**config.mk**
```make
export PLATFORM = sky130hd
export DESIGN_NAME = motor_duty_ramp
export DESIGN_NICKNAME = d
export VERILOG_FILES = /design/src/rtl/motor_duty_ramp.sv
export SDC_FILE = /design/constraint.sdc
export NUM_CORES = 1
export LEC_CHECK = 0
export ABC_AREA = 1
export ABC_CLOCK_PERIOD_IN_PS = 3760
export BUFFER_PORTS_ARGS = -buffer_cell sky130_fd_sc_hd__buf_2
export CORE_ASPECT_RATIO = 1.2
export CORE_UTILIZATION = 61
export DETAILED_ROUTE_END_ITERATION = 8
export PLACE_DENSITY = 0.81
export SLEW_MARGIN = 15
export SYNTH_ARGS = -nofsm -noshare
export SYNTH_HDL_FRONTEND = slang
export SYNTH_SLANG_ARGS = --single-unit
```
**constraint.sdc**
```tcl
create_clock -name clk -period 3.76 [get_ports clk]
set_clock_uncertainty 0.1 [all_clocks]
set_input_delay 0.564 -clock clk [delete_from_list [all_inputs] [get_ports clk]]
set_output_delay 0.564 -clock clk [all_outputs]
set_load 0.02 [all_outputs]
```
**src/rtl/motor_duty_ramp.sv**
```systemverilog
// Per-motor PWM duty slew controller with dead-time direction reversal.
// Duty and enables only move on the period boundary (internal counter at 3FF).
module motor_duty_ramp #(
  parameter int STEP         = 8,
  parameter int DEAD_PERIODS = 2
) (
  input  logic        clk,
  input  logic        rst_n,
  input  logic [10:0] tgt,
  input  logic        tgt_vld,
  output logic [9:0]  duty,
  output logic        fwd,
  output logic        rev,
  output logic        period_start,
  output logic        busy
);

  typedef enum logic [1:0] {RUN, DECEL, DEAD} state_t;

  localparam logic [10:0] STEP11 = 11'(STEP);
  localparam logic [3:0]  DEAD4  = 4'(DEAD_PERIODS);

  state_t      state_reg, state_next;
  logic [9:0]  cnt_reg;
  logic [10:0] tgt_reg;
  logic [9:0]  duty_reg, duty_next;
  logic        dir_reg, dir_next;
  logic [3:0]  dead_reg, dead_next;
  logic        fwd_reg, fwd_next;
  logic        rev_reg, rev_next;

  logic        boundary;
  logic [10:0] abs_tgt;
  logic [9:0]  mag;
  logic        need_rev;
  logic [10:0] duty11, mag11, up_sum, down_diff;
  logic [9:0]  toward_val, decel_val;

  assign boundary = (cnt_reg == 10'h3FF);

  // |tgt| needs 11 bits for -1024, which then saturates to 1023.
  assign abs_tgt  = tgt_reg[10] ? (~tgt_reg + 11'd1) : tgt_reg;
  assign mag      = abs_tgt[10] ? 10'h3FF : abs_tgt[9:0];
  assign need_rev = (mag != 10'd0) && (tgt_reg[10] != dir_reg);

  assign duty11    = {1'b0, duty_reg};
  assign mag11     = {1'b0, mag};
  assign up_sum    = duty11 + STEP11;
  assign down_diff = duty11 - STEP11;

  always_comb begin
    toward_val = mag;
    if (duty11 < mag11) begin
      if (up_sum <= mag11) toward_val = up_sum[9:0];
    end else if (duty11 >= mag11 + STEP11) begin
      toward_val = down_diff[9:0];
    end
  end

  assign decel_val = (duty11 > STEP11) ? down_diff[9:0] : 10'd0;

  // State register and all other registered state.
  always_ff @(posedge clk or negedge rst_n) begin
    if (!rst_n) begin
      state_reg <= RUN;
      cnt_reg   <= 10'h3FF;
      tgt_reg   <= 11'd0;
      duty_reg  <= 10'd0;
      dir_reg   <= 1'b0;
      dead_reg  <= 4'd0;
      fwd_reg   <= 1'b1;
      rev_reg   <= 1'b0;
    end else begin
      state_reg <= state_next;
      cnt_reg   <= cnt_reg + 10'd1;
      if (tgt_vld) tgt_reg <= tgt;
      duty_reg  <= duty_next;
      dir_reg   <= dir_next;
      dead_reg  <= dead_next;
      fwd_reg   <= fwd_next;
      rev_reg   <= rev_next;
    end
  end

  // Next state. A reversal whose decel step already lands on 0 goes straight to DEAD.
  always_comb begin
    state_next = state_reg;
    dead_next  = dead_reg;
    dir_next   = dir_reg;
    if (boundary) begin
      case (state_reg)
        DEAD: begin
          if (dead_reg == 4'd1) begin
            dir_next   = ~dir_reg;
            state_next = RUN;
          end else begin
            dead_next = dead_reg - 4'd1;
          end
        end
        default: begin
          if (need_rev) begin
            if (decel_val == 10'd0) begin
              state_next = DEAD;
              dead_next  = DEAD4;
            end else begin
              state_next = DECEL;
            end
          end else begin
            state_next = RUN;
          end
        end
      endcase
    end
  end

  // Registered outputs: duty and H-bridge enables.
  always_comb begin
    duty_next = duty_reg;
    fwd_next  = fwd_reg;
    rev_next  = rev_reg;
    if (boundary) begin
      if (state_next == DEAD) begin
        duty_next = 10'd0;
        fwd_next  = 1'b0;
        rev_next  = 1'b0;
      end else begin
        fwd_next  = ~dir_next;
        rev_next  = dir_next;
        if (state_reg == DEAD) duty_next = 10'd0;
        else if (need_rev)     duty_next = decel_val;
        else                   duty_next = toward_val;
      end
    end
  end

  assign duty         = duty_reg;
  assign fwd          = fwd_reg;
  assign rev          = rev_reg;
  assign period_start = boundary;
  assign busy         = !((state_reg == RUN) && (duty_reg == mag));

endmodule

```
After elaboration in Yosys (flattened, before gate mapping)
Index checks and enable logic that the tools add are counted.
{"block": "word_totals", "regBits": 40, "out_inout_bits": 14, "word_cells": 60}
{"block": "op_classes", "addsub": 6, "magnitude_cmp": 4, "eq_ne": 7, "muxes": 23, "bitwise": 3, "n_reduce_logical": 9}
{"op": "$mux 10", "count": 8}
{"op": "$add 10x4->11 const B", "count": 2}
{"op": "$mux 4", "count": 4}
{"op": "$add 11x1->11 const B", "count": 1}
{"op": "$ge 10x11->1", "count": 1}
{"op": "$le 11x10->1", "count": 1}
{"op": "$mux 11", "count": 1}
{"op": "$not 11->11", "count": 1}
{"op": "$add 10x1->10 const B", "count": 1}
{"op": "$eq 10x10->1", "count": 1}
{"op": "$eq 10x10->1 const B", "count": 1}
{"op": "$gt 10x4->1 const B", "count": 1}
{"op": "$logic_not 10->1", "count": 1}
{"op": "$lt 10x10->1", "count": 1}
{"op": "$mux 2", "count": 5}
{"op": "$reduce_bool 10->1", "count": 1}
{"op": "$sub 10x4->10 const B", "count": 1}
{"op": "$mux 1", "count": 5}
{"op": "$eq 2x2->1 const B", "count": 2}
{"op": "$eq 4x1->1 const B", "count": 1}
{"op": "$reduce_and 4->1", "count": 1}
{"op": "$reduce_bool 2->1", "count": 2}
{"op": "$sub 4x1->4 const B", "count": 1}
{"op": "$logic_and 1x1->1", "count": 2}
{"op": "5 further kinds", "count": 6}

Longest topological paths before layout
Gate-level depths: netlist (run 1).
{"block": "depth", "depth_word": 11, "ltp_mapped": 26, "mapped_depth_nobuf": 25}

Least setup slack after synthesis (run 1)
No wires, ideal clock.
{"block": "synth_timing", "kind": "register -> register", "startpoint": "register tgt_reg[0]", "endpoint": "register duty_reg[1] (netlist: duty[1])", "arrival_time_ps": 2855, "slack_ps": 683, "stages_incl_launch_ff": 26, "n_path_buf": 1, "synth_period_minus_slack_ps": 3077, "path_cell_list": "dfrtp_1 inv_1 ha_1 nand2_2 nor2_1 nand2_1 buf_6 nand3b_1 nand2_1 nor2_4 xor2_1 ha_1 nand2_1 inv_1 nand2_1 nand3_1 a31oi_1 o21ai_0 nand2_1 nand2_1 nand3_2 nand2_2 nand3_1 nand2_2 nand2_1 o21ai_1"}
{"block": "synth_between", "elab_chain_cells": 11}
{"element": "start: declaration", "line_no": "25", "rtl": "logic [10:0] tgt_reg;"}
{"element": "start signal: assignment", "line_no": "76", "rtl": "if (tgt_vld) tgt_reg <= tgt;"}
{"element": "$not 11->11", "line_no": "42", "rtl": "assign abs_tgt = tgt_reg[10] ? (~tgt_reg + 11'd1) : tgt_reg;"}
{"element": "$add 11x1->11", "line_no": "42"}
{"element": "$mux 11 *", "line_no": "42"}
{"element": "$mux 10 *", "line_no": "43", "rtl": "assign mag = abs_tgt[10] ? 10'h3FF : abs_tgt[9:0];"}
{"element": "$add 10x4->11 or $reduce_bool 10->1 (tied branches)", "line_no": "55, 44"}
{"element": "$ge 10x11->1 or $logic_and 1x1->1 (tied branches)", "line_no": "55, 44"}
{"element": "$mux 10 or $mux 2 (tied branches)", "line_no": "55, 101"}
{"element": "$mux 10 or $mux 2 (tied branches)", "line_no": "53, 91"}
{"element": "$mux 10 or $mux 2 (tied branches)", "line_no": "130, 90"}
{"element": "$mux 10 or $eq 2x2->1 (tied branches)", "line_no": "129, 122"}
{"element": "$mux 10 *", "line_no": "122", "rtl": "if (state_next == DEAD) begin"}
{"element": "end signal: assignment", "line_no": "77", "rtl": "duty_reg <= duty_next;"}
{"element": "end: declaration", "line_no": "26", "rtl": "logic [9:0] duty_reg, duty_next;"}
Every way passes the cells marked *; elsewhere a longest branch is shown, timed or not.
A chain may end at the register's enable or synchronous reset.

Final worst setup path (run 1)
Same ends and word-level chain as after synthesis.

==> impl_results.md, run 1 <==
- Outcome: completed
- Die Width: 72.4 µm
- Compound-Gate Fraction of Synth Area: 10.3%
- RSZ-0062 raised after global routing: false
- Switching share of power: between 30% and 40%
- Final Util: roughly 69%
- Post-synth net total: roughly 560
- Unique masters post-synth: 40
- Placed Cells: 613
- PwrDens: 258 nW/µm²
- Pre-CTS setup slack: 0.172 ns
- Sequential Power Share: between 40% and 50%
- Final Setup Violations: 0
- Req. time, crit path: 3.85 ns
- CTS Buf Count: 5
- Top-count cell post-synth: nand2_1
- Global Route Usage Sum: 28.8%
- Fill cells: 504
- Grt total ovfl: 0
- Post-synth EDFFs: 0
- Yosys top cell by area: dfrtp_1
- Yosys warning count: 0
- Drt wl/cell: 13.4 µm
- Peak supply drop: approximately 0.21 mV
- Clock Power Share: about 30%
- Simple-gate share of the synthesized area: 36.7%
- Setup ws final: 0.289 ns
- Mean post-synth cell area: just over 7 µm²
- Routed via count: approximately 3400
- Synth top area share: 20.0%
- Most frequent cells after synthesis: 128 x nand2_1, 59 x inv_1, 53 x nand3_1
- Initial core utilization: 63.6%
- Largest cells by area after synthesis: dfrtp_1 20%, nand2_1 13%, ha_1 11%, dfstp_2 8.0%, nand3_1 7.3%
- Headroom to the max-slew limit: 40.0%
- Die height: 86.5 µm
- Combinational power share: 26.5%
- Largest family of logic cells by synthesized area: simple AND/OR/NAND/NOR gates
- Sequential share of the synthesized area: 28.0%
- Placed instance area: 3840 µm²
- Core Box Area: 5710 µm²
- Hold_ws: 0.286 ns
- Final Hold Vio Count: 0
- Multi-input gate area: around 2300 µm²
- Asr flop ratio synth: 100%
- Synth Area in Adders: around a tenth
- Final nets: 586
- Detailed placer's ending HPWL: 6450 µm
- Antenna fix cells: 0
- CTS tree: yes
- Initial antenna violation count: 0
- CP max FO: 9
- Fmax achieved: 288 MHz
- Cell row count: 30
- Vias in the first global route: 3177
- Post-synthesis mux area share: 0.310%
- Drt pass-1 iters: 5
- PnR Total Power: 1.02 mW
- Critical path class: reg2reg
- Worst slew pin tran: 0.900 ns
- I/O pin count: 28
- Worst setup EP type: flip-flop
- Port bufs: 27
- Design area: 3950 µm²
- Via density: 5.41
- Tcrit/Tclk final: 92.3%
- Detailed-route DRC error count: 0
- Minimum clock period: 3.47 ns
- Global-route wire length before repair: 14100 µm
- DIE AREA: 6260 µm²
- H-tree lvl count: 2
- Fin Setup TNS: 0 ns
- Top FF cell, synth: dfrtp_1
- Max clock buf depth: 2
- GP Congestion: 0.942
- Area growth, synth to finish: 8.86%
- Clock root cell: clkbuf_8
- Psw: about 0.35 mW
- Hold Path Class: in2async
- Share of cells above drive strength 1: 17.5%
- Non-filler cells, final: roughly 620
- Cell Area, Synth: ~3600 µm²
- Clock insertion delay at the later pin of the skew report: ~0.3 ns
- Arr. time, crit path: 3.56 ns
- Post-Syn Instances: 512
- Max-slew violation count: 0
- Sequential Area: slightly above 1000 µm²
- Register-to-register setup slack: 0.29 ns
- Antenna Nets Post-Route: 0
- Largest net degree at the start of global routing: between 40 and 50
- Leakage: 2.10 nW
- XOR/XNOR Fraction of Synth Area: between 5 and 6%
- Int Power: 0.669 mW
- Max-cap violation count: 0
- Max reg flops: 11
- DRT Wirelength: 8350 µm
- CTS Sinks: 40
- Crit start category: flip-flop
- Seq cells post-synth: 40
- Reg clk slew, reported paths: 0.09 ns
- DRT iter0 DRCs: 252
-- routing by layer --
metal  GRT usage, %  up-vias  part of all wire [%]
met5              0        -                     0
met1           37.4     1535                    45
li1               -     1721                     -
met2           47.9       95                    48
met4           11.1        0                   1.6
met3           4.42       14                   4.9
-- critical path: stages, from the launching register on --
cell and delay [ns]:
dfrtp_1 0.40, inv_1 0.12, ha_2 0.22, nand2_2 0.07, nor2_1 0.11, nand2_2 0.11
buf_4 0.18, nand2_4 0.09, nor2_8 0.05, inv_1 0.10, nand3_1 0.12, xor2_1 0.16
ha_1 0.22, nor2_1 0.15, nand3_1 0.10, a31oi_1 0.13, o21ai_0 0.15, nand2_1 0.13
nand2_4 0.10, nand3_2 0.10, nand2_2 0.11, nand3_1 0.12, nand2_2 0.09, nand2_1 0.07
o21ai_1 0.06
-- placed cells by master, fill, tap and decap left out, types with 6 or more instances in the layout --
cell type	n
dfstp_2	11
inv_1	59
xor2_1	22
dfrtp_1	29
nor3_1	7
buf_2	27
nand3_2	7
nand2_1	126
nand4_1	6
nand3_1	53
nor2_1	49
nand2_2	10
o21ai_0	29
buf_4	8
ha_1	30
a21oi_1	17
-- worst paths after layout --
check                                       startpoint                     end  cells after the start
worst max register to register  tgt_reg[0]$_DFFE_PN0P_     duty[1]$_DFFE_PN0P_                     24
worst min register to register    cnt_reg[0]$_DFF_PN1_    cnt_reg[0]$_DFF_PN1_                      1
worst min-delay path                             rst_n  tgt_reg[4]$_DFFE_PN0P_                      1
worst max-delay path            tgt_reg[0]$_DFFE_PN0P_     duty[1]$_DFFE_PN0P_                     24
min in group clk                  cnt_reg[0]$_DFF_PN1_    cnt_reg[0]$_DFF_PN1_                      1
max in group asynchronous                        rst_n     duty[4]$_DFFE_PN0P_                      1
-- kinds of logic after synthesis --
group | after synthesis
buf+inv | 75
simple gates | 277
mux | 1
flops | 40
xor+xnor | 23
compound gates | 65
fa+ha+maj | 31
-- area by class of cell --
class	instances	area share [%]
Sequential cell	40	25.7
Clock inverter	2	0.412
Multi-Input combinational cell	397	58.7
Timing Repair Buffer	35	4.94
Inverter	62	5.89
Tap cell	80	2.53
Clock buffer	6	1.84
-- power by group through the flow --
stage	combinational (mW)	sequential, mW	clock [mW]
after floorplan	0.206	0.456	0
after global placement	0.258	0.460	0
after detailed placement	0.265	0.460	0
after CTS	0.267	0.452	0.305
after global routing	0.306	0.453	0.325
final	0.270	0.452	0.299
-- what timing repair did --
action	CTS	global route
resized for setup	0	4
setup buffers	0	1
hold buffers	0	0
endpoints found under the setup margin	0	10
(Power assumes the default switching activity.)
==> run 2, diff against run 1 <==
==> constraint.sdc (replaced) <==
create_clock -name clk -period 3.76 [get_ports clk]
set_clock_uncertainty 0.1 [all_clocks]
set_input_delay 1.128 -clock clk [delete_from_list [all_inputs] [get_ports clk]]
set_output_delay 1.128 -clock clk [all_outputs]
set_load 0.02 [all_outputs]
==> run 2 against run 1 <==
  * Combinational power increased by 4%
  * Sequential cell count unchanged
  * Utilization increased by 0.90 points
  * Total power increased by 6.5%
  * Wire length decreased by 2.5%
  * Cell count increased by 0.16%
  * Design area increased by 1.3%
  * Largest cell class unchanged
  * Largest power group unchanged
==> impl_results.md, run 2 (synthesis gave the netlist of run 1 again) <==
- Clock insertion delay at the later pin of the skew report: 0.30 ns (about the same)
- Drt wl/cell: 13.1 µm (-2.7%)
- Fmax achieved: 276 MHz (-4.1%)
- Tcrit/Tclk final: 96.2% (+3.9 points)
- Pre-CTS setup slack: 0.307 ns (+0.135 ns)
- Leakage: 2.12 nW (+0.94%)
- I/O pin count: 28 (unchanged)
- WHS Path Cells: 1
- Final Setup Violations: 0 (unchanged)
- Core Box Area: 5710 µm² (unchanged)
- Crit start category: flip-flop
- GP Congestion: 0.936 (-0.65%)
- Final nets: 587 (+0.17%)
- H-tree lvl count: 2 (unchanged)
- Drt pass-1 iters: 5 (unchanged)
- Max-cap violation count: 0 (unchanged)
- Hold Crit Endpoint: cnt_reg[0]$_DFF_PN1_
- Antenna fix cells: 0 (unchanged)
- Clock root cell: clkbuf_8
- PnR Total Power: 1.09 mW (+6.5%)
- Global Route Usage Sum: 27.8% (-0.93 points)
- DIE AREA: 6260 µm² (unchanged)
- Hold Buf Count CTS: 0 (unchanged)
- Fin Setup TNS: 0 ns (unchanged)
- Minimum clock period: 3.62 ns (+0.147 ns)
- Via density: 5.47 (+1.0%)
- Arr. time, crit path: 2.39 ns (-1.17 ns)
- Headroom to the max-slew limit: 41.1% (+1.1 points)
- Max-slew violation count: 0 (unchanged)
- DRT Wirelength: 8140 µm (-2.5%)
- Antenna Nets Post-Route: 0 (unchanged)
- Vias in the first global route: 3103 (-2.3%)
- Max clock buf depth: 2 (unchanged)
- Worst r2r src: tgt_reg[1]$_DFFE_PN0P_
- DRT iter0 DRCs: 249 (-1.2%)
- Share of cells above drive strength 1: 19.0% (+1.4 points)
- Reg clk slew, reported paths: 0.08 ns (about the same)
- Crit Reg-Reg Endpoint: duty[7]$_DFFE_PN0P_
- Cell row count: 30 (unchanged)
- Max reg flops: 11 (unchanged)
- Global-route wire length before repair: 13700 µm (-2.8%)
- Grt total ovfl: 0 (unchanged)
- Detailed placer's ending HPWL: 6300 µm (-2.3%)
- PwrDens: 272 nW/µm² (+5.1%)
- CTS tree: yes
- CP max FO: 6 (-3)
- Worst slew pin tran: 0.883 ns (-0.0166 ns)
- Req. time, crit path: 2.53 ns (-1.32 ns)
- Initial antenna violation count: 0 (unchanged)
- Area growth, synth to finish: 10.3%
- Port bufs: 27 (unchanged)
- Register-to-register setup slack: 0.31 ns (+0.02 ns)
- Outcome: completed
- Most common cell after layout, fill and taps aside: nand2_1
- CTS Sinks: 40 (unchanged)
- Final Util: 70.2% (+0.90 points)
- Worst setup EP type: primary output
- Detailed-route DRC error count: 0 (unchanged)
- Final Hold Vio Count: 0 (unchanged)
- Initial core utilization: 63.6% (unchanged)
- Setup ws final: 0.142 ns (-0.147 ns)
- Hold_ws: 0.356 ns (+0.0707 ns)
- Most frequent cells in the layout: 125 x nand2_1, 56 x inv_1, 53 x nand3_1
- Peak supply drop: 0.308 mV (+44%)
- Largest net degree at the start of global routing: 41 (unchanged)
- Reg2reg path depth: 22 (-8.3%)
- CTS Buf Count: 5 (unchanged)
- Die height: 86.5 µm (unchanged)
- Hold Path Class: reg2reg
- Routed via count: 3405 (+1.2%)
- Critical path class: reg2out
- Hold path start: cnt_reg[0]$_DFF_PN1_
- Die Width: 72.4 µm (unchanged)
## run 2: cell type report
cell class | count | area (µm²)
multi-input combinational | 397 | 2340
fill | 515 | 1700
sequential | 40 | 1010
inverter | 62 | 233
timing repair buffer | 36 | 203
tap | 80 | 100
clock buffer | 5 | 68.8
clock inverter | 3 | 42.5
## run 2: power breakdown
group          switching [mW]  internal, mW  leakage [nW]
clock network           0.160         0.196        0.0541
logic                   0.183        0.0977          1.57
registers             0.00866         0.441         0.499
total                   0.352         0.735          2.12
## run 2: timing repair
action / 4_1_cts / 5_1_grt
pin swaps: 0 / 2
setup endpoints to repair: 1 / 3
setup buffers: 0 / 2
hold endpoints to repair: 0 / 0
gates cloned: 0 / 0
gates resized for setup: 3 / 8
## run 2: worst max-delay path by stage
stage	startpoint	end	cells past startpoint
after CTS	tgt_reg[0]$_DFFE_PN0P_	busy	13
after detailed placement	tgt_reg[0]$_DFFE_PN0P_	busy	13
after global routing	tgt_reg[1]$_DFFE_PN0P_	busy	12
final	tgt_reg[1]$_DFFE_PN0P_	busy	13
after global placement	tgt_reg[0]$_DFFE_PN0P_	busy	13
after floorplan	tgt_reg[0]$_DFFE_PN0P_	busy	11
## run 2: worst max-delay path, cell delays in order, from the launching register on
cell     delay, ns
dfrtp_1       0.38
inv_1         0.12
ha_4          0.16
nand2_2       0.06
nor2_1        0.11
nand2_2       0.11
buf_4         0.16
inv_1         0.08
nor2_1        0.07
ha_1          0.34
nand2_1       0.07
nor3_1        0.13
nand3_1       0.12
buf_2         0.18
## run 2: per-stage QoR
stage               area, µm²  instances
floorplan                3630        512
global placement         3840        613
detailed placement       3840        613
CTS                      3960        621
global route             4000        623
finish                   4000        623
## run 2: layer usage
| metal | track usage [%] | part of all wire [%] | vias up |
|---|---|---|---|
| met1 | 36.3 | 45 | 1567 |
| li1 | - | - | 1721 |
| met5 | 0 | 0 | - |
| met3 | 3.26 | 4.6 | 20 |
| met4 | 11.9 | 2.8 | 0 |
| met2 | 46.4 | 48 | 97 |
